--- src/rtl/instr_fetch_unit.sv ---
// Fetch stage: owns the PC, issues 1-cycle-latency imem reads, and holds a
// 1-entry skid so a stall never loses a returning word. Define FETCH_PERF_CNT_EN for fetch/bubble counters.
module instr_fetch_unit #(
  parameter int                  PC_WIDTH    = 32,
  parameter int                  IMEM_ADDR_W = 10,
  parameter logic [PC_WIDTH-1:0] RESET_PC    = '0
) (
  input  logic                   clk,
  input  logic                   rst,
  input  logic                   stall,
  input  logic                   redirect,
  input  logic [PC_WIDTH-1:0]    redirect_pc,
  output logic                   imem_en,
  output logic [IMEM_ADDR_W-1:0] imem_addr,
  input  logic [31:0]            imem_rdata,
  output logic [31:0]            instr,
  output logic [PC_WIDTH-1:0]    instr_pc,
  output logic                   instr_valid
`ifdef FETCH_PERF_CNT_EN
  ,
  output logic [31:0]            fetch_count,
  output logic [31:0]            bubble_count
`endif
);

  logic [PC_WIDTH-1:0] pc_q, pc_d;
  logic                infl_q, infl_d;
  logic [PC_WIDTH-1:0] infl_pc_q, infl_pc_d;
  logic                skid_v_q, skid_v_d;
  logic [31:0]         skid_instr_q, skid_instr_d;
  logic [PC_WIDTH-1:0] skid_pc_q, skid_pc_d;
  logic [31:0]         out_instr_q, out_instr_d;
  logic [PC_WIDTH-1:0] out_pc_q, out_pc_d;
  logic                out_v_q, out_v_d;
  logic                load, bubble;

  assign imem_en     = rst & ~stall & ~redirect;
  assign imem_addr   = pc_q[IMEM_ADDR_W+1:2];
  assign instr       = out_instr_q;
  assign instr_pc    = out_pc_q;
  assign instr_valid = out_v_q;

  logic unused_rpc;
  assign unused_rpc = ^redirect_pc[1:0];

  always_comb begin
    pc_d         = pc_q;
    infl_d       = imem_en;
    infl_pc_d    = infl_pc_q;
    skid_v_d     = skid_v_q;
    skid_instr_d = skid_instr_q;
    skid_pc_d    = skid_pc_q;
    out_instr_d  = out_instr_q;
    out_pc_d     = out_pc_q;
    out_v_d      = out_v_q;
    load         = 1'b0;
    bubble       = 1'b0;
    if (redirect) begin
      // Squash everything in flight, including the skid entry.
      pc_d     = {redirect_pc[PC_WIDTH-1:2], 2'b00};
      skid_v_d = 1'b0;
      out_v_d  = 1'b0;
      bubble   = ~stall;
    end else if (stall) begin
      if (infl_q) begin
        skid_v_d     = 1'b1;
        skid_instr_d = imem_rdata;
        skid_pc_d    = infl_pc_q;
      end
    end else begin
      pc_d      = pc_q + PC_WIDTH'(4);
      infl_pc_d = pc_q;
      if (skid_v_q) begin
        out_instr_d = skid_instr_q;
        out_pc_d    = skid_pc_q;
        out_v_d     = 1'b1;
        skid_v_d    = 1'b0;
        load        = 1'b1;
      end else if (infl_q) begin
        out_instr_d = imem_rdata;
        out_pc_d    = infl_pc_q;
        out_v_d     = 1'b1;
        load        = 1'b1;
      end else begin
        out_v_d = 1'b0;
        bubble  = 1'b1;
      end
    end
  end

  always_ff @(posedge clk or negedge rst) begin
    if (!rst) begin
      pc_q         <= RESET_PC;
      infl_q       <= 1'b0;
      infl_pc_q    <= '0;
      skid_v_q     <= 1'b0;
      skid_instr_q <= '0;
      skid_pc_q    <= '0;
      out_instr_q  <= '0;
      out_pc_q     <= '0;
      out_v_q      <= 1'b0;
    end else begin
      pc_q         <= pc_d;
      infl_q       <= infl_d;
      infl_pc_q    <= infl_pc_d;
      skid_v_q     <= skid_v_d;
      skid_instr_q <= skid_instr_d;
      skid_pc_q    <= skid_pc_d;
      out_instr_q  <= out_instr_d;
      out_pc_q     <= out_pc_d;
      out_v_q      <= out_v_d;
    end
  end

`ifdef FETCH_PERF_CNT_EN
  always_ff @(posedge clk or negedge rst) begin
    if (!rst) begin
      fetch_count  <= '0;
      bubble_count <= '0;
    end else begin
      if (load)   fetch_count  <= fetch_count + 32'd1;
      if (bubble) bubble_count <= bubble_count + 32'd1;
    end
  end
`else
  logic unused_perf;
  assign unused_perf = load ^ bubble;
`endif

endmodule
--- config.mk ---
export PLATFORM = sky130hd
export DESIGN_NAME = instr_fetch_unit
export DESIGN_NICKNAME = d
export VERILOG_FILES = /design/src/rtl/instr_fetch_unit.sv
export SDC_FILE = /design/constraint.sdc
export NUM_CORES = 1
export LEC_CHECK = 0
export ABC_CLOCK_PERIOD_IN_PS = 2250
export CAP_MARGIN = 20
export CORE_MARGIN = 8
export CORE_UTILIZATION = 48
export CTS_CLUSTER_DIAMETER = 50
export DETAILED_ROUTE_END_ITERATION = 6
export GPL_TIMING_DRIVEN = 1
export PLACE_DENSITY_LB_ADDON = 0.1
export SLEW_MARGIN = 40
export SYNTH_ARGS = -nofsm -noshare
export SYNTH_HDL_FRONTEND = slang
export SYNTH_SLANG_ARGS = --single-unit
export TNS_END_PERCENT = 100
--- constraint.sdc ---
create_clock -name clk -period 2.25 [get_ports clk]
set_clock_uncertainty 0.2 [all_clocks]
set_input_delay 0.3375 -clock clk [delete_from_list [all_inputs] [get_ports clk]]
set_output_delay 0.3375 -clock clk [all_outputs]
set_load 0.1 [all_outputs]
**Word-level counts from Yosys, hierarchy flattened**

Index checks and enable logic that the tools add are counted.
W data, S select, Z words.

- Bits in registers: 195
- Input port bits: 68
- Output and inout port bits: 76

- $add $sub $neg: 1
- Equality and inequality tests: 2
- Muxes and demuxes: 13
- Bitwise logic cells: 4
- Reductions and logical operators: 4

Operators with widths:

| cell | number |
|---|---|
| $mux W32 | 6 |
| $add A32 B3 Y32 const B | 1 |
| $mux W1 | 7 |
| $reduce_and A3 Y1 | 2 |
| $ne A3 B1 Y1 const B | 1 |
| $and A1 B1 Y1 | 2 |
| $ne A2 B1 Y1 const B | 1 |
| $not A1 Y1 | 2 |
| $reduce_and A2 Y1 | 1 |
| $reduce_bool A2 Y1 | 1 |

**Longest topological paths before layout**

- Word-level depth: 4
- Mapped depth: 6

**Worst setup path after synthesis**

No wires, ideal clock.

- Path kind: in2out
- Start: input port redirect
- End: output port imem_en
- Arrival: 1.923 ns
- Required time: 1.712 ns
- Slack: -0.210 ns
- Stages on the path: 4
- Buffers on the path: 2
- Path through: clkbuf_1 -> nor2_1 -> clkbuf_1 -> and2_1

- Cells in the longest elaborated chain, start to end: 2

RTL lines:

| what | RTL line | RTL |
|---|---|---|
| from (decl) | 11 | `input logic redirect,` |
| $not A1 Y1 (no source line) | n/a |  |
| $and A1 B1 Y1 | 37 | `assign imem_en = rst & ~stall & ~redirect;` |
| to (decl) | 13 | `output logic imem_en,` |

Every way passes these cells.

**Worst setup path in the final report**

Ends and elaborated chain as after synthesis.

==> flow_summary.ini <==
[timing]
tightestPinTransition_ns = 0.532
max_slew_margin = 0.646
fmax_ghz = 0.462
finalCritPeriodShare = 0.963
finalHoldViolCount = 0
period_needed_ns = 2.17
finalSetupViolations = 0
rsz0062_at_grt = no
slew_viol_final = 0

[critical_path]
path_max_fanout = 5
arrival_ns = 1.63
worstPathCellList = clkdlybuf4s50_1 > nor2_2 > buf_4 > and2_2 > buf_12
endpoint_kind = output port
max_stage_delay_ns = 0.67
critPathLaunchType = primary input
crit_path_top_delay_cell = clkdlybuf4s50_1
crit_required_ns = 1.71
crit_type = primary input to output port

[floorplanning]
io_pins = 144
fp.dieW_um = 146
die_h_um = 146
die_area_um2 = 21500
start_util = 0.491
coreArea_um2 = 16600
rows = 47

[finish]
final_cell_area_um2 = 10600
diodes = 0
layout-drive-gt1-share = 0.306
fin_nets = 924
area_growth_pct = 29.2

[clock_network]
h-tree-depth = 4
clock_latency_ns = 0.42
cts-root-buf = clkbuf_16
cts_sinks = 187
numCtsBuffers = 17
cts_buffer_depth = 2
cts_tree = yes
clkSlewWorstSetupHoldPaths_ns = 0.07

[route]
drt_iter0_drc = 320
antenna_left = 0
wire_per_inst_um = 17.3
drc = 0
routed_wl_um = 18900
via_count = 5784
dr.pass1.iters = 6
viasPerCell = 5.32

[power]
netSwitchingPower_w = 0.00502
p_seq_frac = 0.384
cellInternalPower_w = 0.00688
power_density_nw_per_um2 = 1130
p_clk_frac = 0.243
sw_frac_of_total = 0.422
power_w = 0.0119
power.leakage_nw = 4.47
combPwrFrac = 0.373
peakVddDrop_mv = 0.706

[grt]
grt_pass1_vias = 5827
grt-ovfl-total = 0
grt_start_max_net_pins = 99
grt_pass1_wl_um = 30800
antenna_found_initial = 0
track_usage = 0.176

[synth]
synthTopCellsByCount = dfrtp_1, mux2_2, nor2_1
ys.flop_type = dfrtp_1
netlist_instances = 693
synth_top_cell_by_area = dfrtp_1
syn_area_um2 = 8170
post-synth-top-count-cell = dfrtp_1
yosys_warnings = 0
synth_edf_count = 0
ys_ff_latch = 187
async_flop_share = 1.00
ys_seq_area_frac = 0.572
yosys-top-cells-area = dfrtp_1, mux2_2, mux2i_1
synthDistinctLibCells = 42
synth_top_area_share = 0.572
synth_area_per_cell_um2 = 11.8

[run]
max-cap-violations = 0

[placement]
place_hpwl_um = 13500
io_buffers = 139
place_congestion = 0.833
dpl_cell_area_um2 = 9960

[run_status]
status = finished, final reports clean

[worst_hold_path]
worstHoldPathType = primary input to flip-flop
[cells in the final DEF (no fill, tap or decap), types with 3 or more instances in the layout]
cell type        count
clkdlybuf4s50_1     63
mux2_2              92
xnor2_1              7
dfrtp_1            186
inv_6                4
buf_12              11
o311ai_0             3
inv_1                7
nand2_1             28
nor2b_1              5
mux2i_1             63
clkbuf_16           17
buf_4              117
a21oi_1             63
clkinvlp_4           3
nor3_1               3
a31oi_1             11
or4_1               10
nor2_1              78
o21ai_0             18
nand3_1              9
nand4_1              6
o31ai_1              6
nor4_1               6
or3_1                4
o211ai_1             5
xor2_1               4
[logic make-up after synthesis]
| group | Yosys count | synth area share |
|---|---|---|
| AOI/OAI and AO/OA | 111 | 0.0764 |
| xor gates and xnor gates | 11 | 0.0118 |
| adders and majority gates | 1 | 0.00153 |
| buffers and inverters | 62 | 0.0355 |
| DFF | 187 | 0.572 |
| muxes | 155 | 0.204 |
| other | 1 | 0.000459 |
| and+or+nand+nor | 165 | 0.0980 |
[final timing paths]
check	slack (ns)	to	cells past startpoint	start
max	0.08	imem_en	5	redirect
min	0.28	pc_q[17]	3	redirect_pc[17]
max reg2reg	0.11	pc_q[30]	5	pc_q[8]
min reg2reg	0.29	instr_valid	1	instr_valid
max in group asynchronous	1.09	skid_pc_q[20]	3	rst
min in group asynchronous	0.32	skid_v_q	3	rst
[area by class of cell]
class,count,area (um^2)
fill,1342,6080
sequential,187,4680
multi-input combinational,445,3230
timing repair buffer,195,1770
clock buffer,18,429
tap,220,275
clock inverter,14,138
inverter,9,33.8
[sequential cells by signal, indices dropped and copies added (netlist names)]
signal and count:
skid_v_q 1, infl_pc_q 30, instr 32, skid_pc_q 30, instr_valid 1, pc_q 30
instr_pc 30, infl_q 1, skid_instr_q 32
[per-stage QoR]
stage | TNS [ns] | utilization | hold slack [ns] | std cells | setup WS [ns]
finish | 0 | 0.634 | 0.278 | 1088 | 0.0837
global route | 0 | 0.634 | 0.274 | 1088 | 0.000604
CTS | 0 | 0.633 | 0.266 | 1087 | 0.0234
detailed placement | -2.59 | 0.599 | 0.251 | 1054 | -0.316
global placement | -1.94 | 0.599 | 0.238 | 1054 | -0.269
floorplan | 0 | - | -0.158 | 694 | 0.0708
[critical path, delay by kind of cell]
family | cells | cell delay (ns)
buffers and inverters | 3 | 0.99
and+or+nand+nor | 2 | 0.30
[power by group through the flow]
stage,Combinational (W),Sequential [W],Clock (W)
global placement,0.00440,0.00460,0
CTS,0.00448,0.00458,0.00296
floorplan,0.00109,0.00682,0
finish,0.00444,0.00457,0.00289
detailed placement,0.00447,0.00465,0
global route,0.00463,0.00468,0.00311
[what timing repair did]
action / in CTS / in global routing
gates resized for setup: 1 / 3
endpoints found under the hold margin: 187 / 0
buffers inserted: 0 / 1
setup endpoints to repair: 3 / 3
hold buffers: 1 / 0
pin swaps: 0 / 2
cloned: 0 / 0
[layer usage]
layer  track usage  up-vias  wire length, um
met4        0.0515        0              124
met5             0        -                0
met3        0.0402       10              926
met2         0.273      146             8690
li1              -     2778                -
met1         0.243     2850             9110
No activity file was read; power rests on OpenSTA's default activity.
